<file path="src/rtl/wallace_seq_mult_ctrl_pkg.sv">
// Shared types and constants for the sequential shift-add multiplier controller.
package wallace_seq_pkg;

  typedef enum logic [1:0] {
    IDLE = 2'd0,
    RUN  = 2'd1,
    DONE = 2'd2
  } state_t;

  localparam int DEFAULT_WIDTH = 8;

  // Row counter must hold WIDTH-1 without wrapping.
  function automatic int cnt_w(input int width);
    return $clog2(width + 1);
  endfunction

endpackage

</file>
<file path="src/rtl/wallace_seq_mult_ctrl_if.sv">
// Operand/product valid-ready bundle between source, multiplier controller and consumer.
interface wallace_seq_mult_ctrl_if #(
  parameter int WIDTH = wallace_seq_pkg::DEFAULT_WIDTH
);
  logic               in_valid;
  logic               in_ready;
  logic [WIDTH-1:0]   a;
  logic [WIDTH-1:0]   b;
  logic               out_valid;
  logic               out_ready;
  logic [2*WIDTH-1:0] product;

  modport master (
    output in_valid, a, b, out_ready,
    input  in_ready, out_valid, product
  );

  modport slave (
    input  in_valid, a, b, out_ready,
    output in_ready, out_valid, product
  );
endinterface

</file>
<file path="src/rtl/wallace_seq_mult_ctrl_mult_acc_step.sv">
// Combinational single partial-product row: conditional add, then shift both operands.
// Optional WALLACE_SEQ_EARLY_TERM_EN adds the post-shift multiplier-zero flag.
module mult_acc_step #(
  parameter int WIDTH = 8
) (
  input  logic [2*WIDTH-1:0] mcand,
  input  logic [WIDTH-1:0]   mplier,
  input  logic [2*WIDTH-1:0] acc,
  output logic [2*WIDTH-1:0] mcand_nxt,
  output logic [WIDTH-1:0]   mplier_nxt,
`ifdef WALLACE_SEQ_EARLY_TERM_EN
  output logic               mplier_zero,
`endif
  output logic [2*WIDTH-1:0] acc_nxt
);

  always_comb begin
    mcand_nxt  = mcand << 1;
    mplier_nxt = mplier >> 1;
    acc_nxt    = mplier[0] ? (acc + mcand) : acc;
  end

`ifdef WALLACE_SEQ_EARLY_TERM_EN
  assign mplier_zero = (mplier_nxt == '0);
`endif

endmodule

</file>
<file path="src/rtl/wallace_seq_mult_ctrl.sv">
// Sequential shift-add multiplier controller: one partial-product row per clock.
// Define WALLACE_SEQ_EARLY_TERM_EN to finish as soon as the remaining multiplier is zero.
module wallace_seq_mult_ctrl
  import wallace_seq_pkg::*;
#(
  parameter int WIDTH = DEFAULT_WIDTH
) (
  input  logic                   clk,
  input  logic                   rst,
  wallace_seq_mult_ctrl_if.slave bus,
  output logic                   busy
);

  localparam int CNT_W = cnt_w(WIDTH);
  localparam int PW    = 2 * WIDTH;

  state_t              state_q, state_d;
  logic [PW-1:0]       mcand_q, mcand_d;
  logic [WIDTH-1:0]    mplier_q, mplier_d;
  logic [PW-1:0]       acc_q, acc_d;
  logic [CNT_W-1:0]    cnt_q, cnt_d;

  logic [PW-1:0]       step_mcand;
  logic [WIDTH-1:0]    step_mplier;
  logic [PW-1:0]       step_acc;
  logic                in_ready_w;
`ifdef WALLACE_SEQ_EARLY_TERM_EN
  logic                step_zero;
`endif

  mult_acc_step #(.WIDTH(WIDTH)) u_step (
    .mcand      (mcand_q),
    .mplier     (mplier_q),
    .acc        (acc_q),
    .mcand_nxt  (step_mcand),
    .mplier_nxt (step_mplier),
`ifdef WALLACE_SEQ_EARLY_TERM_EN
    .mplier_zero(step_zero),
`endif
    .acc_nxt    (step_acc)
  );

  // Gated with rst so nothing looks acceptable while reset is held.
  assign in_ready_w    = (state_q == IDLE) && !rst;
  assign bus.in_ready  = in_ready_w;
  assign bus.out_valid = (state_q == DONE);
  assign bus.product   = (state_q == DONE) ? acc_q : '0;
  assign busy          = (state_q == RUN) || (state_q == DONE);

  always_comb begin
    state_d  = state_q;
    mcand_d  = mcand_q;
    mplier_d = mplier_q;
    acc_d    = acc_q;
    cnt_d    = cnt_q;
    case (state_q)
      IDLE: begin
        if (bus.in_valid && in_ready_w) begin
          mcand_d  = {{WIDTH{1'b0}}, bus.a};
          mplier_d = bus.b;
          acc_d    = '0;
          cnt_d    = '0;
          state_d  = RUN;
        end
      end
      RUN: begin
        mcand_d  = step_mcand;
        mplier_d = step_mplier;
        acc_d    = step_acc;
        cnt_d    = cnt_q + 1'b1;
        if (cnt_q == CNT_W'(WIDTH - 1)) state_d = DONE;
`ifdef WALLACE_SEQ_EARLY_TERM_EN
        if (step_zero) state_d = DONE;
`endif
      end
      DONE: begin
        if (bus.out_ready) state_d = IDLE;
      end
      default: state_d = IDLE;
    endcase
  end

  always_ff @(posedge clk or posedge rst) begin
    if (rst) begin
      state_q  <= IDLE;
      mcand_q  <= '0;
      mplier_q <= '0;
      acc_q    <= '0;
      cnt_q    <= '0;
    end else begin
      state_q  <= state_d;
      mcand_q  <= mcand_d;
      mplier_q <= mplier_d;
      acc_q    <= acc_d;
      cnt_q    <= cnt_d;
    end
  end

endmodule
</file>
<file path="src/flat_wrapper.sv">
// flat-port wrapper written by rule: the top's interface ports become plain ports
module wallace_seq_mult_ctrl_flat import wallace_seq_pkg::*;
#(
  parameter int WIDTH = DEFAULT_WIDTH
)
  (clk, rst, busy, bus_in_valid, bus_a, bus_b, bus_out_ready, bus_in_ready, bus_out_valid, bus_product);
  wallace_seq_mult_ctrl_if #(.WIDTH(WIDTH)) bus_i ();
  input  logic clk;
  input  logic rst;
  output logic busy;
  input wire logic [$bits(bus_i.in_valid)-1:0] bus_in_valid;
  input wire logic [$bits(bus_i.a)-1:0] bus_a;
  input wire logic [$bits(bus_i.b)-1:0] bus_b;
  input wire logic [$bits(bus_i.out_ready)-1:0] bus_out_ready;
  output wire logic [$bits(bus_i.in_ready)-1:0] bus_in_ready;
  output wire logic [$bits(bus_i.out_valid)-1:0] bus_out_valid;
  output wire logic [$bits(bus_i.product)-1:0] bus_product;
  assign bus_i.in_valid = bus_in_valid;
  assign bus_i.a = bus_a;
  assign bus_i.b = bus_b;
  assign bus_i.out_ready = bus_out_ready;
  assign bus_in_ready = bus_i.in_ready;
  assign bus_out_valid = bus_i.out_valid;
  assign bus_product = bus_i.product;
  wallace_seq_mult_ctrl #(.WIDTH(WIDTH)) u_core (.clk(clk), .rst(rst), .bus(bus_i), .busy(busy));
endmodule
</file>
<file path="config.mk">
export PLATFORM = sky130hd
export DESIGN_NAME = wallace_seq_mult_ctrl_flat
export DESIGN_NICKNAME = d
export VERILOG_FILES = /design/src/rtl/wallace_seq_mult_ctrl_pkg.sv /design/src/rtl/wallace_seq_mult_ctrl_if.sv /design/src/rtl/wallace_seq_mult_ctrl_mult_acc_step.sv /design/src/rtl/wallace_seq_mult_ctrl.sv /design/src/flat_wrapper.sv
export SDC_FILE = /design/constraint.sdc
export NUM_CORES = 1
export LEC_CHECK = 0
export ABC_CLOCK_PERIOD_IN_PS = 2600
export CORE_ASPECT_RATIO = 0.7
export CORE_MARGIN = 4
export CORE_UTILIZATION = 55
export CTS_BUF_LIST = sky130_fd_sc_hd__clkbuf_16
export DETAILED_ROUTE_END_ITERATION = 12
export GPL_ROUTABILITY_DRIVEN = 0
export GPL_TIMING_DRIVEN = 0
export PLACE_DENSITY_LB_ADDON = 0.2
export SLEW_MARGIN = 10
export SYNTH_ARGS = -nofsm -noshare
export SYNTH_HDL_FRONTEND = slang
export SYNTH_SLANG_ARGS = --single-unit
</file>
<file path="constraint.sdc">
create_clock -name clk -period 2.6 [get_ports clk]
set_clock_uncertainty 0.15 [all_clocks]
set_input_delay 0.52 -clock clk [delete_from_list [all_inputs] [get_ports clk]]
set_output_delay 0.52 -clock clk [all_outputs]
set_load 0.02 [all_outputs]
</file>
Word level (Yosys, flattened, before mapping) --
Cells that the tools add are included.
Word-level totals: output and inout port bits 19, bits in registers 46, input bits 20, word-level logic and storage cells 37
Cells by class: equal/unequal tests 7, add/subtract/negate cells 2, reductions and logical operators 9, multiplexer cells 14
Operator list (number):
- two-way mux 16 bit | 4
- case mux 16 bit (2 select lines) | 2
- adder 16 bit | 1
- case mux 8 bit (2 select lines) | 1
- two-way mux 8 bit | 1
- case mux 4 bit (2 select lines) | 1
- two-way mux 2 bit | 3
- != test 2 bit (second input constant) | 3
- case mux 2 bit (3 select lines) | 1
- AND reduction 3 bit | 2
- adder 4 x 1 -> 4 bit (second input constant) | 1
- == test 4 x 3 -> 1 bit (second input constant) | 1
- two-way mux 4 bit | 1
- == test 2 x 1 -> 1 bit (second input constant) | 1
- == test 2 bit (second input constant) | 1
- logical AND 1 bit | 2
- logical NOT 2 bit | 1
- != test 2 x 1 -> 1 bit (second input constant) | 1
- AND reduction 2 bit | 1
- nonzero test 2 bit | 1
- logical NOT 1 bit | 1
- logical OR 1 bit | 1

Longest topological paths before layout --
Gate-level depths: netlist (run 1).
depth in word-level cells 5, gate-level depth with buffers 9, mapped depth without buffers 9

Hierarchy --
Synthesis (run 1) repeated with hierarchy kept, for this count alone.
Unflattened totals: cells, all modules 306, area total of the unflattened synthesis 3335.7 µm²
By module, submodules not included:
- wallace_seq_mult_ctrl | cells each 166, area each 2248.4 µm², seq. area each 1151.1 µm², instances 1
- mult_acc_step | cells each 140, area each 1087.3 µm², seq. area each 0.0 µm², instances 1

Least setup slack after synthesis (run 1) --
Ideal clock, no wire load.
path type register to register, start register u_core.mcand_q[0], end register u_core.acc_q[14], stages on the path, launching flop included 10, arrival 2.043 ns, path slack 0.283 ns, setup time 0.124 ns, data required time 2.326 ns, cell sequence dfrtp_1 -> ha_1 -> inv_1 -> fa_1 -> nor2b_1 -> o31ai_2 -> a211oi_2 -> nor2_1 -> o2111a_1 -> a211o_1
On the way: word-level cells in the longest chain between the ends 3
Ends and longest elaborated chain:
- start: declaration | line wallace_seq_mult_ctrl.sv:18 | logic [PW-1:0] mcand_q, mcand_d;
- start signal: assignment | line wallace_seq_mult_ctrl.sv:92 | mcand_q <= mcand_d;
- adder 16 bit | line wallace_seq_mult_ctrl_mult_acc_step.sv:20 | acc_nxt = mplier[0] ? (acc + mcand) : acc;
- two-way mux 16 bit | line wallace_seq_mult_ctrl_mult_acc_step.sv:20
- case mux 16 bit (2 select lines) | line wallace_seq_mult_ctrl.sv:56 | case (state_q)
- end signal: assignment | line wallace_seq_mult_ctrl.sv:88 | acc_q <= '0;
- end signal: assignment | line wallace_seq_mult_ctrl.sv:94 | acc_q <= acc_d;
- end: declaration | line wallace_seq_mult_ctrl.sv:20 | logic [PW-1:0] acc_q, acc_d;
Every way passes these cells. The select of a mux whose other input is x is not followed. A chain may end at the register's enable or synchronous reset.

Worst setup path after layout (run 1) --
start register u_core.state_q[0], end output bus_product[1]
On the way: word-level cells in the longest chain between the ends 2
Ends and longest elaborated chain:
- start: declaration | line wallace_seq_mult_ctrl.sv:17 | state_t state_q, state_d;
- start signal: assignment | line wallace_seq_mult_ctrl.sv:91 | state_q <= state_d;
- == test 2 bit | line wallace_seq_mult_ctrl.sv:47 | assign bus.product = (state_q == DONE) ? acc_q : '0;
- two-way mux 16 bit | line wallace_seq_mult_ctrl.sv:47
- end: declaration | line flat_wrapper.sv:17 | output wire logic [$bits(bus_i.product)-1:0] bus_product;
Every way passes these cells.

==> summary.txt, run 1 <==
Run status
  – Status: complete, no violations

STA
  – Pins over their slew limit: 0
  – Relative slew slack: 0.609
  – Final WS setup: 0.111 ns
  – Crit path time final: 2.49 ns
  – Final hold viol count: 0
  – Finish-stage setup viols: 0
  – Unrepaired setup endpoints after global routing: no
  – Worst-Margin Slew: 0.587 ns
  – Fin crit share: 0.957
  – Fmax: 402 MHz

Route
  – Remaining antenna violation count: 0
  – DRC errors left: 0
  – Drt total wl: 6770 um
  – Iteration-0 DRC Markers: 131
  – Via count: 2414
  – Number of vias per cell: 5.75
  – Routed wire length per instance: 16.1 um
  – Initial DRT Pass Iterations: 4

Cells and area
  – Final std cells w/o fill: 420
  – Fraction of layout cells with a size suffix above 1: 0.0741
  – Fillcell total: 372
  – Final Cell Area: 3470 um2
  – Commonest non-fill, non-tap cells in the layout: dfrtp_1, nand2_1, o21ai_0
  – Multi-input logic area: 1620 um2
  – Antenna Cells: 0
  – Sequential Area: 1150 um2
  – Synth-to-layout area growth: 23.0%
  – Fin nets: 391
  – Most common cell after layout, fill and taps aside: dfrtp_1

Yosys
  – Top cell type's share of synthesized area: 0.408
  – Syn avg cell area: 9.29 um2
  – Net Count, Synth: 344
  – Number of synthesized flops with an enable pin: 0
  – Synth area leaders: dfrtp_1, ha_1, mux2i_1
  – Synth Warn #: 0
  – Yosys reg bits: 46
  – Asr flop ratio synth: 1.00
  – Netlist cell types: 46
  – Cell Area, Synth: 2820 um2
  – Synth Instances: 304
  – Register area share after synthesis: 0.408
  – Synth area leader: dfrtp_1
  – Top FF cell, synth: dfrtp_1

Pwr
  – Sw Pwr: 1410 uW
  – Lkg Pwr: 0.00158 uW
  – Switching Share: 0.418
  – PwrDens: 972 nW/um2
  – Sequential Power Share: 0.351
  – P_int: 1960 uW
  – Clock Power Share: 0.177
  – Comb power frac: 0.472
  – VDD IR max: 0.607 mV

Critical path
  – Kind of critical path: reg -> out
  – Crit end category: primary output
  – WP data arrival: 1.82 ns
  – Critical Path Start Type: register
  – CP Max Fanout: 8
  – Worst Path Required: 1.93 ns

Clock tree
  – CTS Buf Count: 5
  – Clk_lat worst skew: 0.28 ns
  – CTS Root Buffer Type: clkbuf_16
  – CTS Sinks: 46
  – Htree depth: 2
  – Cts hold-fix bufs: 0
  – Clock Path Buffers: 2
  – CTS tree: built
  – Clk pin slew, worst setup/hold paths: 0.06 ns

GRT
  – Pin count of the biggest net entering global routing: 27
  – Vias in the first global route: 2188
  – Gr ovfl total: 0
  – First-pass GRT wire length: 10800 um
  – Initial antenna violation count: 0
  – Gr usage total: 0.219

Die
  – Row count: 21
  – Core Area: 4860 um2
  – Die Height: 68.0 um
  – Width of the die: 93.6 um
  – Io pins: 39
  – Starting density of the core: 0.581
  – Die area: 6360 um2

Place
  – I/O Buffers: 38
  – Pre-CTS setup slack: -0.0864 ns
  – DP Area: 3310 um2
  – Placed cells: 412
  – Post-DP HPWL: 4990 um

Worst hold path
  – Worst Hold Class: reg -> reg

Run
  – Max-cap viol count: 0
-- Yosys cell counts (2+ instances only) --
library cell and n:
inv_1 9, o21ai_0 29, and2_1 17, a21boi_0 3, xnor2_1 3, a22o_1 10
nand2b_1 3, o21ai_1 14, o31ai_1 6, nor2_1 12, a21o_1 3, nor3_1 2
xor2_1 5, nor2b_1 7, a211oi_1 2, clkbuf_1 10, mux2i_1 17, dfrtp_1 46
a21oi_1 11, a211oi_2 2, ha_1 19, o21a_1 2, nand2_1 43, a31oi_1 2
o211ai_1 2, buf_2 3, nand3_1 3
-- final timing paths --
| check | startpoint | end | slack, ns | cells after the start |
|---|---|---|---|---|
| max | u_core.state_q[0]$_DFFE_PP0P_ | bus_product[1] | 0.11 | 5 |
| min | u_core.mplier_q[2]$_DFFE_PP0P_ | u_core.mplier_q[2]$_DFFE_PP0P_ | 0.33 | 2 |
| min reg2reg | u_core.mplier_q[2]$_DFFE_PP0P_ | u_core.mplier_q[2]$_DFFE_PP0P_ | 0.33 | 2 |
| min in group asynchronous | rst | u_core.mplier_q[7]$_DFFE_PP0P_ | 0.50 | 2 |
| max in group asynchronous | rst | u_core.mcand_q[3]$_DFFE_PP0P_ | 1.30 | 3 |
| max reg2reg | u_core.mcand_q[0]$_DFFE_PP0P_ | u_core.acc_q[14]$_DFFE_PP0P_ | 0.15 | 9 |
-- routing by layer --
layer	track usage	routed length [um]	vias up	share of wire
li1	-	-	1165	-
met2	0.337	2970	86	0.44
met5	0	0	-	0
met3	0.0429	465	8	0.069
met4	0.0468	44	0	0.0065
met1	0.321	3290	1155	0.49
-- state kept, by name (all words and copies together) (netlist names) --
| signal | flops |
|---|---|
| u_core.acc_q | 16 |
| u_core.cnt_q | 4 |
| u_core.mcand_q | 16 |
| u_core.mplier_q | 8 |
| u_core.state_q | 2 |
-- power groups by stage --
stage | Clock [uW] | Sequential, uW | Combinational (uW)
after CTS | 605 | 1180 | 1570
after floorplan | 0 | 1120 | 1170
after detailed placement | 0 | 1180 | 1550
final | 597 | 1190 | 1590
after global placement | 0 | 1180 | 1480
after global routing | 637 | 1220 | 1760
-- cells by family after synthesis --
kind of cell / count (synthesis) / synth area share
adder cells (fa/ha/maj): 20 / 0.0913
multiplexers: 18 / 0.0642
AND/OR/NAND/NOR: 97 / 0.170
buffers and inverters: 22 / 0.0306
flip-flops: 46 / 0.408
AO/OA/AOI/OAI: 93 / 0.211
XOR/XNOR: 8 / 0.0248
-- worst max-delay path: stages, from the launching register on --
cell,delay (ns)
dfrtp_1,0.40
inv_1,0.13
ha_4,0.21
inv_1,0.08
nor2_1,0.10
clkdlybuf4s50_1,0.61
-- final cells by class --
cell class | count | area share
Buffer | 13 | 0.0162
Multi-Input combinational cell | 236 | 0.466
Timing Repair Buffer | 40 | 0.113
Tap cell | 69 | 0.0249
Clock inverter | 2 | 0.00216
Clock buffer | 5 | 0.0360
Inverter | 9 | 0.00973
Sequential cell | 46 | 0.331
-- through the flow --
| step | power, uW | hold slack (ns) | util | TNS (ns) |
|---|---|---|---|---|
| 2_1_floorplan | 2280 | 0.300 | - | 0 |
| 3_3_place_gp | 2660 | 0.313 | 0.677 | -9.25 |
| 3_5_place_dp | 2730 | 0.325 | 0.681 | -0.752 |
| 4_1_cts | 3350 | 0.335 | 0.709 | 0 |
| 5_1_grt | 3610 | 0.374 | 0.715 | 0 |
| 6_report | 3380 | 0.334 | 0.715 | 0 |
-- what timing repair did --
item	in CTS	in global routing
endpoints found under the setup margin	13	2
gates resized for setup	15	5
setup buffers	0	1
pin swaps	0	1
(Power assumes the default switching activity.)
==> run 2: changes to the inputs <==
CAP_MARGIN = 0   (was default)
==> results of run 2 <==
Final layout, timing and power as in run 1 (identical DEF).
==> run 3: changes to the inputs <==
ABC_CLOCK_PERIOD_IN_PS = 2100   (was 2600)
CORE_UTILIZATION = 50   (was 55)
clock period = 2.1 ns   (was 2.6 ns; I/O delays follow)
==> run 3 against run 2 <==
Compared with the run above: the run now ends with setup timing left; first-iteration DRC count shrank 36%; sequential power grew 28%; power grew 42%.
==> summary.txt, run 3 (synthesized netlist as in run 1, its figures left out) <==
Run status
  – Status: complete, but fails checks
  – Violated checks: setup timing

Route
  – Initial DRT Pass Iterations: 4
  – DRC errors left: 0
  – Iteration-0 DRC Markers: 84
  – Drt total wl: 7590 um
  – Routed wire length per instance: 17.0 um
  – Via count: 2538
  – Number of vias per cell: 5.68
  – Remaining antenna violation count: 0

STA
  – Final WS setup: -0.242 ns
  – Unrepaired setup endpoints after global routing: yes
  – Pins over their slew limit: 0
  – Fin crit share: 1.12
  – Relative slew slack: 0.722
  – Fmax: 427 MHz
  – Worst-Margin Slew: 0.416 ns
  – Final hold viol count: 0
  – Finish-stage setup viols: 9
  – Crit path time final: 2.34 ns

Die
  – Io pins: 39
  – Row count: 22
  – Starting density of the core: 0.529
  – Die area: 6930 um2
  – Core Area: 5340 um2
  – Width of the die: 97.8 um
  – Die Height: 70.9 um

Cells and area
  – Synth-to-layout area growth: 37.3%
  – Biggest regs: u_core.acc_q: 16 flops, u_core.mcand_q: 16 flops, u_core.mplier_q: 8 flops
  – Final std cells w/o fill: 447
  – Antenna Cells: 0
  – Most common cell after layout, fill and taps aside: dfrtp_1
  – Commonest non-fill, non-tap cells in the layout: dfrtp_1, nand2_1, buf_4, o21ai_0, clkdlybuf4s50_1
  – Fin nets: 414
  – Fillcell total: 388
  – Fraction of layout cells with a size suffix above 1: 0.275

GRT
  – Gr ovfl total: 0
  – Pin count of the biggest net entering global routing: 30
  – Gr usage total: 0.209
  – First-pass GRT wire length: 11800 um
  – Initial antenna violation count: 0
  – Vias in the first global route: 2435

Critical path
  – Critical Path Start Type: register
  – Crit end category: register
  – Worst Path Required: 2.11 ns
  – R2R Setup Slk: -0.24 ns
  – Worst r2r path cells: 10
  – CP Max Fanout: 2
  – Kind of critical path: reg -> reg
  – WP data arrival: 2.36 ns

Clock tree
  – Clk pin slew, worst setup/hold paths: 0.06 ns
  – CTS Root Buffer Type: clkbuf_16
  – Htree depth: 2
  – Clock Path Buffers: 2
  – Cts hold-fix bufs: 0
  – CTS tree: built
  – Clk_lat worst skew: 0.29 ns
  – CTS Buf Count: 5
  – CTS Sinks: 46

Pwr
  – Switching Share: 0.414
  – VDD IR max: 0.628 mV
  – Comb power frac: 0.521
  – Clock Power Share: 0.160
  – PwrDens: 1230 nW/um2
  – Sw Pwr: 1980 uW
  – P_int: 2800 uW
  – Sequential Power Share: 0.319
  – Lkg Pwr: 0.00174 uW

Place
  – Post-DP HPWL: 5050 um
  – I/O Buffers: 38
  – Placed cells: 415
  – Pre-CTS setup slack: -0.483 ns

Run
  – Max-cap viol count: 0

Worst hold path
  – Worst Hold Class: reg -> reg
  – Hold depth: 2
[run 3: changes by cell type in the layout (fill, tap and decap cells not counted), sizes merged]
cell	delta
dlygate4sd2	-7
clkdlybuf4s15	+1
inv	-1
buf	+36
clkdlybuf4s50	-8
clkbuf	+1
clkinv	+2
[run 3: final cells by class]
type / count / area [um2] / share of cell area
Inverter: 9 / 33.8 / 0.00871
Clock inverter: 3 / 12.5 / 0.00323
Tap cell: 72 / 90.1 / 0.0232
Sequential cell: 46 / 1150 / 0.298
Buffer: 11 / 73.8 / 0.0190
Clock buffer: 5 / 125 / 0.0323
Timing Repair Buffer: 65 / 528 / 0.136
Multi-Input combinational cell: 236 / 1860 / 0.480
[run 3: power by group through the flow]
stage                     Combinational (uW)  Clock [uW]  Sequential, uW
after floorplan                         1470           0            1380
after global placement                  1870           0            1450
after detailed placement                1930           0            1470
after CTS                               2080         769            1480
after global routing                    2730         811            1560
final                                   2490         765            1520
[run 3: stage by stage]
step                instance area, um2  utilization  TNS [ns]  total power (uW)  hold slack, ns
floorplan                         2850            -    -0.152              2850           0.300
global placement                  3320        0.621    -39.15              3320           0.311
detailed placement                3340        0.625    -13.73              3400           0.320
CTS                               3630        0.680    -0.612              4330           0.334
global route                      3880        0.726     -1.82              5100           0.349
finish                            3880        0.726     -1.13              4780           0.332
[run 3: worst paths after layout]
path | start | end
min in group asynchronous | rst | u_core.state_q[1]$_DFFE_PP0P_
setup reg to reg | u_core.mcand_q[0]$_DFFE_PP0P_ | u_core.acc_q[12]$_DFFE_PP0P_
setup / recovery | u_core.mcand_q[0]$_DFFE_PP0P_ | u_core.acc_q[12]$_DFFE_PP0P_
hold reg to reg | u_core.mplier_q[1]$_DFFE_PP0P_ | u_core.mplier_q[1]$_DFFE_PP0P_
max in group asynchronous | rst | u_core.mcand_q[7]$_DFFE_PP0P_
hold / removal | u_core.mplier_q[1]$_DFFE_PP0P_ | u_core.mplier_q[1]$_DFFE_PP0P_
[run 3: layer usage]
metal / vias up / global-route usage / routed length (um)
met3: 14 / 0.0374 / 383
li1: 1215 / - / -
met4: 0 / 0.0445 / 101
met5: - / 0 / 0
met2: 72 / 0.327 / 3490
met1: 1237 / 0.306 / 3610
[run 3: critical path, stage by stage (launching register included)]
cell and delay (ns):
dfrtp_1 0.43, ha_4 0.19, inv_2 0.05, fa_2 0.23
nor2b_4 0.06, o31ai_4 0.22, a211oi_2 0.13, buf_4 0.15
o31ai_1 0.34, xor2_1 0.20, o21ai_1 0.08
[run 3: timing repair]
| action | in CTS | in global routing |
|---|---|---|
| gates resized for setup | 68 | 58 |
| pin swaps | 8 | 23 |
| buffers inserted | 8 | 18 |
| endpoints found under the setup margin | 33 | 54 |
